--- config.mk ---
export PLATFORM = sky130hd
export DESIGN_NAME = multicycle_control_fsm
export DESIGN_NICKNAME = d
export VERILOG_FILES = /design/src/rtl/multicycle_control_fsm.sv
export SDC_FILE = /design/constraint.sdc
export NUM_CORES = 1
export LEC_CHECK = 0
export BUFFER_PORTS_ARGS = -buffer_cell sky130_fd_sc_hd__clkbuf_2
export CORE_MARGIN = 1.5
export CORE_UTILIZATION = 45
export DETAILED_ROUTE_END_ITERATION = 6
export GPL_TIMING_DRIVEN = 0
export PLACE_DENSITY_LB_ADDON = 0.2
export SETUP_SLACK_MARGIN = 0.05
export SLEW_MARGIN = 20
export SYNTH_ARGS = -nofsm -noshare
export SYNTH_HDL_FRONTEND = slang
export SYNTH_SLANG_ARGS = --single-unit
--- constraint.sdc ---
create_clock -name clk -period 3.7 [get_ports clk]
set_input_delay 0.37 -clock clk [delete_from_list [all_inputs] [get_ports clk]]
set_output_delay 0.37 -clock clk [all_outputs]
set_load 0.02 [all_outputs]
--- src/rtl/multicycle_control_fsm.sv ---
// Moore control unit for the multicycle RV32I-subset datapath.
// Sequences fetch/decode/execute/memory/write-back and drives the datapath enables and selects.
module multicycle_control_fsm (
  input  logic       clk,
  input  logic       rst_n,
  input  logic [6:0] op,
  input  logic [2:0] funct3,
  input  logic       funct7,
  input  logic       Zero,
  output logic       PCWrite,
  output logic       AdrSrc,
  output logic       IRWrite,
  output logic       MemWrite,
  output logic       RegWrite,
  output logic [1:0] ResultSrc,
  output logic [1:0] ALUSrcA,
  output logic [1:0] ALUSrcB,
  output logic [2:0] ALUControl,
  output logic [2:0] ImmSrc,
  output logic       InstrDone,
  output logic       Illegal,
  output logic [3:0] State
);

  localparam int unsigned OP_W    = 7;
  localparam int unsigned STATE_W = 4;

  localparam logic [OP_W-1:0] OP_LW   = 7'b0000011;
  localparam logic [OP_W-1:0] OP_SW   = 7'b0100011;
  localparam logic [OP_W-1:0] OP_R    = 7'b0110011;
  localparam logic [OP_W-1:0] OP_IALU = 7'b0010011;
  localparam logic [OP_W-1:0] OP_BEQ  = 7'b1100011;
  localparam logic [OP_W-1:0] OP_JAL  = 7'b1101111;

  localparam logic [2:0] ALUC_ADD = 3'b000;
  localparam logic [2:0] ALUC_SUB = 3'b001;
  localparam logic [2:0] ALUC_AND = 3'b010;
  localparam logic [2:0] ALUC_OR  = 3'b011;
  localparam logic [2:0] ALUC_XOR = 3'b100;
  localparam logic [2:0] ALUC_SLT = 3'b101;

  localparam logic [1:0] SRCA_PC    = 2'b00;
  localparam logic [1:0] SRCA_OLDPC = 2'b01;
  localparam logic [1:0] SRCA_RS1   = 2'b10;
  localparam logic [1:0] SRCB_RS2   = 2'b00;
  localparam logic [1:0] SRCB_IMM   = 2'b01;
  localparam logic [1:0] SRCB_FOUR  = 2'b10;
  localparam logic [1:0] RES_ALUOUT = 2'b00;
  localparam logic [1:0] RES_DATA   = 2'b01;
  localparam logic [1:0] RES_ALURES = 2'b10;

  typedef enum logic [STATE_W-1:0] {
    S_FETCH    = 4'd0,
    S_DECODE   = 4'd1,
    S_MEMADR   = 4'd2,
    S_MEMREAD  = 4'd3,
    S_MEMWB    = 4'd4,
    S_MEMWRITE = 4'd5,
    S_EXECUTER = 4'd6,
    S_EXECUTEI = 4'd7,
    S_ALUWB    = 4'd8,
    S_JAL      = 4'd9,
    S_BEQ      = 4'd10
  } state_e;

  typedef enum logic [1:0] {
    ALUOP_ADD   = 2'b00,
    ALUOP_SUB   = 2'b01,
    ALUOP_FUNCT = 2'b10
  } alu_op_e;

  state_e  state_q;
  state_e  state_d;
  alu_op_e alu_op;
  logic    pc_update;
  logic    branch;
  logic    ir_write_raw;
  logic    mem_write_raw;
  logic    reg_write_raw;
  logic    op_legal;

  assign op_legal = (op == OP_LW) || (op == OP_SW) || (op == OP_R) ||
                    (op == OP_IALU) || (op == OP_BEQ) || (op == OP_JAL);

  // State register; reset abandons any instruction in flight
  always_ff @(posedge clk or negedge rst_n) begin
    if (!rst_n) begin
      state_q <= S_FETCH;
    end else begin
      state_q <= state_d;
    end
  end

  // Next-state and per-state control
  always_comb begin
    state_d       = S_FETCH;
    alu_op        = ALUOP_ADD;
    pc_update     = 1'b0;
    branch        = 1'b0;
    ir_write_raw  = 1'b0;
    mem_write_raw = 1'b0;
    reg_write_raw = 1'b0;
    AdrSrc        = 1'b0;
    ResultSrc     = RES_ALUOUT;
    ALUSrcA       = SRCA_PC;
    ALUSrcB       = SRCB_RS2;
    InstrDone     = 1'b0;
    Illegal       = 1'b0;

    case (state_q)
      S_FETCH: begin
        state_d      = S_DECODE;
        ir_write_raw = 1'b1;
        pc_update    = 1'b1;
        ALUSrcA      = SRCA_PC;
        ALUSrcB      = SRCB_FOUR;
        ResultSrc    = RES_ALURES;
      end
      S_DECODE: begin
        ALUSrcA = SRCA_OLDPC;
        ALUSrcB = SRCB_IMM;
        case (op)
          OP_LW, OP_SW: state_d = S_MEMADR;
          OP_R:         state_d = S_EXECUTER;
          OP_IALU:      state_d = S_EXECUTEI;
          OP_JAL:       state_d = S_JAL;
          OP_BEQ:       state_d = S_BEQ;
          default:      state_d = S_FETCH;
        endcase
        Illegal   = !op_legal;
        InstrDone = !op_legal;
      end
      S_MEMADR: begin
        state_d = (op == OP_SW) ? S_MEMWRITE : S_MEMREAD;
        ALUSrcA = SRCA_RS1;
        ALUSrcB = SRCB_IMM;
      end
      S_MEMREAD: begin
        state_d   = S_MEMWB;
        AdrSrc    = 1'b1;
        ResultSrc = RES_ALUOUT;
      end
      S_MEMWB: begin
        state_d       = S_FETCH;
        ResultSrc     = RES_DATA;
        reg_write_raw = 1'b1;
        InstrDone     = 1'b1;
      end
      S_MEMWRITE: begin
        state_d       = S_FETCH;
        AdrSrc        = 1'b1;
        mem_write_raw = 1'b1;
        InstrDone     = 1'b1;
      end
      S_EXECUTER: begin
        state_d = S_ALUWB;
        ALUSrcA = SRCA_RS1;
        ALUSrcB = SRCB_RS2;
        alu_op  = ALUOP_FUNCT;
      end
      S_EXECUTEI: begin
        state_d = S_ALUWB;
        ALUSrcA = SRCA_RS1;
        ALUSrcB = SRCB_IMM;
        alu_op  = ALUOP_FUNCT;
      end
      S_ALUWB: begin
        state_d       = S_FETCH;
        ResultSrc     = RES_ALUOUT;
        reg_write_raw = 1'b1;
        InstrDone     = 1'b1;
      end
      S_JAL: begin
        state_d   = S_ALUWB;
        ALUSrcA   = SRCA_OLDPC;
        ALUSrcB   = SRCB_FOUR;
        ResultSrc = RES_ALUOUT;
        pc_update = 1'b1;
      end
      S_BEQ: begin
        state_d   = S_FETCH;
        ALUSrcA   = SRCA_RS1;
        ALUSrcB   = SRCB_RS2;
        alu_op    = ALUOP_SUB;
        ResultSrc = RES_ALUOUT;
        branch    = 1'b1;
        InstrDone = 1'b1;
      end
      default: begin
        state_d = S_FETCH;
      end
    endcase
  end

  // ALU operation decode from ALUOp and the funct fields
  always_comb begin
    ALUControl = ALUC_ADD;
    case (alu_op)
      ALUOP_ADD: ALUControl = ALUC_ADD;
      ALUOP_SUB: ALUControl = ALUC_SUB;
      ALUOP_FUNCT: begin
        case (funct3)
          3'b000:  ALUControl = (op[5] && funct7) ? ALUC_SUB : ALUC_ADD;
          3'b010:  ALUControl = ALUC_SLT;
          3'b100:  ALUControl = ALUC_XOR;
          3'b110:  ALUControl = ALUC_OR;
          3'b111:  ALUControl = ALUC_AND;
          default: ALUControl = ALUC_ADD;
        endcase
      end
      default: ALUControl = ALUC_ADD;
    endcase
  end

  // Immediate format follows the opcode in every state
  always_comb begin
    ImmSrc = 3'b000;
    case (op)
      OP_LW, OP_IALU: ImmSrc = 3'b000;
      OP_SW:          ImmSrc = 3'b001;
      OP_BEQ:         ImmSrc = 3'b010;
      OP_JAL:         ImmSrc = 3'b011;
      default:        ImmSrc = 3'b000;
    endcase
  end

  // Write enables are held off for the whole time reset is asserted
  assign PCWrite  = rst_n & (pc_update | (branch & Zero));
  assign IRWrite  = rst_n & ir_write_raw;
  assign MemWrite = rst_n & mem_write_raw;
  assign RegWrite = rst_n & reg_write_raw;
  assign State    = state_q;

endmodule

==> results.cfg, run 1 <==
[run_status]
status = finished, final reports clean

[sta]
fmax_ghz = 0.423
timing.hold.ws_ns = 0.449
final-max-slew-violation-count = 0
hold_viol = 0
rsz0062_at_grt = false
clock_skew_ns = 0.00641
post-route-period-util_pct = 63.9
finalSetupViolCount = 0
layout_min_cycle_time_ns = 2.37
fin_tns_setup_ns = 0

[power]
power_leakage_nw = 0.457
power.density_cell_area_nw_per_um2 = 468
vdd_drop_max_v = 0.000423
power.total_mw = 0.407

[worst_hold_path]
timing.hold.worst_path_depth = 3
hold_path_class = in -> reg
min_from = op[6]
hold-path-endpoint = State[0]

[finish]
final_cell_mix = clkbuf_2 (34), nand2_1 (9), nand2b_1 (7), inv_1 (6)
design_area_um2 = 870
final_layout_size_suffix_gt1_share_pct = 40.0
fillers = 118
final_net_count = 143
layout_commonest_cell = clkbuf_2
largest_reg_flops = 4
ant_cells = 0
instances_no_fill = 140
area.growth.synth_to_final_pct = 34.2

[floorplan]
die_area_um2 = 1680
die_h_um = 41.0
ios = 37
floorplan.initialDensity_pct = 49.2
design.core.area_um2 = 1320
die_w_um = 41.0
cell_row_count = 13

[worst_setup_path]
timing.critical_path.slowest_stage_cell = dfrtp_1
crit_top_cell = nor2b_1
criticalPathCategory = reg -> out
critical_path.cell_chain = buf_2, nor2b_1, nand2_1, inv_1, ha_1, nor2b_1, o21ai_0, a21oi_1, clkbuf_2
timing.rr.end = State[0]
worst-endpoint-arrival_ns = 2.00
critical_path.top_delay_family = buffers and inverters
worst-path-buf-inv = 3
flop_to_flop_setup_slack_ns = 2.39
crit-reg2reg-launch = State[2]
critical_path_peak_fanout = 10
cp-end-kind = output port
r2r_cells = 4
critical_path_required_ns = 3.33
worst_path_largest_cell_delay_ns = 0.39
timing.critical_path.from_type = flop

[detailed_routing]
avgRoutedWirePerCell_um = 12.0
drc = 0
drt_first_pass_iters = 4
dr_total_vias = 745
total_wire_length_after_detailed_routing_um = 1680
drtIter0Drc = 12
antenna_left = 0
routed_via_density = 5.32

[cts]
worstSkewPairLatency_ns = 0.24
tritoncts = done
cts_hold_repair.buffers = 1
clkTransAtPathRegs_ns = 0.04
cts_repair_resize_count = 0
htree_num_levels = 1
post-cts-setup-buffers = 0
numCtsBuffers = 3
numClockSinks = 4
root_buffer = clkbuf_4
clock_tree.buffer_depth = 2

[synthesis]
number_of_flops_mapped_to_enable_cells_by_yosys = 0
yosys_warnings = 0
yosys_most_used_dff = dfrtp_1
mappedNetlistNets = 103
postSynthRegisterBits = 4
syn-mean-instance-area_um2 = 7.45
synth.cell_area_um2 = 648
yosysSeqAreaShare_pct = 15.4
async_reset_ff_share_pct = 100
post_synth_inst_count = 87
netlist-cell-type-count = 37

[placement]
post_dp_cell_area_um2 = 837
place.port_buffers = 34
post-place-cells = 136
weighted_congestion_at_the_end_of_routability_driven_global_placement = 0.804
hpwlAfterDp_um = 1330

[global_routing]
grt_overflow_total = 0
grt_max_degree = 11
number_of_antenna_violations_at_the_first_check_in_global_routing = 0
grt_first_pass_wirelength_um = 2480
vias_in_the_first_global_route = 545
groute.usage.overall_pct = 22.4

[run]
drv_cap = 0
-- layer usage --
metal / wire length (um) / up-vias / GRT usage (%)
met3: 73 / 0 / 4.89
li1: - / 387 / -
met5: 0 / - / 0
met4: 0 / 0 / 2.50
met2: 816 / 20 / 37.9
met1: 788 / 338 / 29.7
-- cell families after synthesis --
kind of cell	share of synthesized area (%)
compound gates	20.3
flops	15.4
xor+xnor	4.05
simple gates	45.4
fa+ha+maj	3.86
buf+inv	10.4
other cells	0.579
-- how the worst max path moves through the flow --
stage             start            end  slack (ns)  depth (start not counted)
6_report       State[2]  ALUControl[0]        1.33                          9
4_1_cts        State[2]  ALUControl[0]        1.34                          9
3_5_place_dp   State[2]  ALUControl[0]        1.60                          9
5_1_grt        State[2]  ALUControl[0]        1.17                          9
3_3_place_gp   State[2]  ALUControl[0]        1.64                          9
2_1_floorplan  State[2]  ALUControl[0]        1.56                          8
-- report_power, final --
group / leakage, nW / internal, mW / switching [mW]
registers: 0.0534 / 0.0521 / 0.0138
logic: 0.390 / 0.106 / 0.181
clock network: 0.0138 / 0.0362 / 0.0177
-- Yosys cell counts (3+ instances only) --
cell type | number | area, um^2
nor2b_1 | 4 | 25.0
dfrtp_1 | 4 | 100
nand2_1 | 9 | 33.8
nand2b_1 | 7 | 43.8
buf_2 | 3 | 15.0
a21oi_1 | 4 | 20.0
o21a_1 | 3 | 22.5
nor2_1 | 5 | 18.8
nor3_1 | 5 | 25.0
o21ai_0 | 3 | 15.0
inv_1 | 6 | 22.5
-- final cells by class --
class                   count  area, um^2  area share (%)
multi-input cells          71         480            55.3
clock buffers               3        22.5            2.59
plain buffers               6        45.0            5.18
inverters                   6        22.5            2.59
well taps                  15        18.8            2.16
flip-flops and latches      4         100            11.5
repair buffers             35         180            20.7
-- metrics by stage --
stage,worst slack (ns),utilization [%]
after floorplan,1.56,-
after global placement,1.64,63.5
after detailed placement,1.60,63.5
after CTS,1.34,66.0
after global routing,1.17,66.0
final,1.33,66.0
-- worst reg2reg max path: cells and delay by family, from the launching register on --
kind / cells / cell delay, ns
AND/OR/NAND/NOR: 3 / 0.63
buffers and inverters: 1 / 0.20
flip-flops: 1 / 0.40
Note: power is estimated with default switching activity, not from simulation.
==> run 2: changes to the inputs <==
- ABC_AREA: not set -> 1
- CORE_UTILIZATION: 45 -> 41
- clock period: 3.7 -> 2.24 ns (I/O delays scaled with it)
==> results.cfg, run 2 <==
[sta]
clock_skew_ns = 0.00728
hold_viol = 0
final_worst_path_setup_slack_ns = 0.170
finalSetupViolCount = 0
layout_min_cycle_time_ns = 2.07
rsz0062_at_grt = false
post-route-period-util_pct = 92.4
fmax_ghz = 0.483
fin_tns_setup_ns = 0
final-max-slew-violation-count = 0

[finish]
final_net_count = 158
sequential_standard_cell_area_um2 = 104
largest_reg_flops = 4
layout_commonest_cell = clkbuf_2
multiInputGateArea_um2 = 404
final_layout_size_suffix_gt1_share_pct = 47.1
fillers = 141
design_area_um2 = 842
final_cell_mix = clkbuf_2 (34), nand2_1 (25), inv_1 (16), nor2_1 (12), nand3_1 (8)
area.growth.synth_to_final_pct = 41.1
ant_cells = 0
instances_no_fill = 155

[global_routing]
number_of_antenna_violations_at_the_first_check_in_global_routing = 0
grt_overflow_total = 0
vias_in_the_first_global_route = 517
grt_max_degree = 9
grt_first_pass_wirelength_um = 1880
groute.usage.overall_pct = 16.4

[power]
intPower_mw = 0.307
vdd_drop_max_v = 0.000589
power.density_cell_area_nw_per_um2 = 798
p_comb_share_pct = 70.3
switchingPower_mw = 0.365
switching_share_pct = 54.3
power.total_mw = 0.672
power_leakage_nw = 0.511
seq_power_share_pct = 16.8
power_frac_clock_pct = 12.9

[worst_setup_path]
criticalPathCategory = reg -> out
cp-end-kind = output port
worst_path_largest_cell_delay_ns = 0.45
worst-endpoint-arrival_ns = 1.85
crit_top_cell = inv_1
critical_path_peak_fanout = 7
critical_path.cell_chain = inv_2, nand2_2, nor2_4, inv_1, ha_1, inv_1, nand2_1, nor4_1, buf_4
timing.critical_path.slowest_stage_cell = dfrtp_2
critical_path_required_ns = 2.02
timing.critical_path.from_type = flop

[synthesis]
yosys_most_used_dff = dfrtp_1
post_synth_inst_count = 100
yosys_warnings = 0
number_of_flops_mapped_to_enable_cells_by_yosys = 0
synth_common_cells = nand2_1 (25), inv_1 (16), nor2_1 (12)
yosysSeqAreaShare_pct = 16.8
synth.cell_area_um2 = 597
syn-mean-instance-area_um2 = 5.97
postSynthRegisterBits = 4
yosysTopAreaCellShare_pct = 16.8
synth_largest_area_cell = dfrtp_1
netlist-cell-type-count = 22
mappedNetlistNets = 116
yosys.cell_count.top_type = nand2_1
async_reset_ff_share_pct = 100
synth.area.top_cells = dfrtp_1 (17%), nand2_1 (16%), inv_1 (10%)

[floorplan]
design.core.area_um2 = 1330
die_h_um = 41.2
floorplan.initialDensity_pct = 44.7
ios = 37
die_w_um = 41.2
die_area_um2 = 1690
cell_row_count = 13

[detailed_routing]
drtIter0Drc = 10
antenna_left = 0
drt_first_pass_iters = 4
drc = 0
total_wire_length_after_detailed_routing_um = 1380
avgRoutedWirePerCell_um = 8.90
routed_via_density = 4.66
dr_total_vias = 722

[cts]
numClockSinks = 4
worstSkewPairLatency_ns = 0.23
htree_num_levels = 1
clkTransAtPathRegs_ns = 0.04
tritoncts = done
numCtsBuffers = 3
root_buffer = clkbuf_4
clock_tree.buffer_depth = 2

[placement]
pre_cts_slack_ns = 0.276
hpwlAfterDp_um = 1220
post_dp_cell_area_um2 = 791
weighted_congestion_at_the_end_of_routability_driven_global_placement = 0.694
place.port_buffers = 35
post-place-cells = 150

[run]
drv_cap = 0

[worst_hold_path]
hold_path_class = in -> reg

[run_status]
status = finished, final reports clean
==> run 2: cell count changes in the layout (fill, tap and decap cells not counted), sizes merged, moves of 3 or more <==
| cell | change |
|---|---|
| and3 | -3 |
| nor3 | -5 |
| nand2 | +21 |
| nand3 | +6 |
| nor2 | +16 |
| o21a | -3 |
| nand2b | -7 |
| inv | +15 |
| nor2b | -4 |
==> run 2: metal layers <==
metal	part of all wire [%]	global-route usage, %
met1	43	19.0
met2	51	32.0
met3	5.9	3.26
met4	0	0
met5	0	0
==> run 2: power by group through the flow <==
stage | combinational, mW | sequential, mW | clock (mW)
after floorplan | 0.320 | 0.126 | 0
after global placement | 0.460 | 0.113 | 0
after detailed placement | 0.471 | 0.113 | 0
after CTS | 0.473 | 0.112 | 0.0917
after global routing | 0.517 | 0.115 | 0.0938
final | 0.473 | 0.113 | 0.0869
==> run 2: cell type report <==
type / count / area share, %
Tap cell: 15 / 2.23
Sequential cell: 4 / 12.3
Inverter: 21 / 9.36
Clock buffer: 3 / 2.67
Timing Repair Buffer: 37 / 23.2
Buffer: 2 / 2.23
Multi-Input combinational cell: 73 / 48.0
==> run 2: logic make-up (layout without fill, tap and decap cells) <==
family | Yosys count | in the layout | share of synthesized area [%]
and+or+nand+nor | 63 | 63 | 53.9
buffers and inverters | 23 | 63 | 16.4
AOI/OAI and AO/OA | 7 | 7 | 8.18
DFF | 4 | 4 | 16.8
adders and majority gates | 2 | 2 | 4.19
other | 1 | 1 | 0.628
==> run 2: worst paths after layout <==
check                         start       endpoint  slack (ns)  cells past startpoint
setup / recovery           State[0]  ALUControl[2]        0.17                      9
hold / removal                op[4]       State[2]        0.32                      3
setup reg to reg           State[2]       State[2]        1.07                      6
hold reg to reg            State[1]       State[3]        0.69                      3
max in group asynchronous     rst_n       State[2]        1.73                      2
min in group asynchronous     rst_n       State[3]        0.35                      2
==> run 2: worst max-delay path, delay by kind of cell (launching register included) <==
kind | cells | cell delay [ns]
adders and majority gates | 1 | 0.30
buffers and inverters | 4 | 0.40
DFF | 1 | 0.45
and+or+nand+nor | 4 | 0.47
==> run 2: repair_timing <==
item	CTS	global route
buffers inserted	0	1
setup endpoints to repair	1	1
gates cloned	0	0
hold buffers	1	0
resized for setup	2	4
pin swaps	0	0
endpoints found under the hold margin	4	0
==> run 2: stage by stage <==
| stage | util [%] | hold slack [ns] |
|---|---|---|
| finish | 63.1 | 0.317 |
| global route | 63.1 | 0.345 |
| CTS | 62.0 | 0.309 |
| detailed placement | 59.3 | 0.0434 |
| global placement | 59.3 | 0.0398 |
| floorplan | - | -0.0716 |
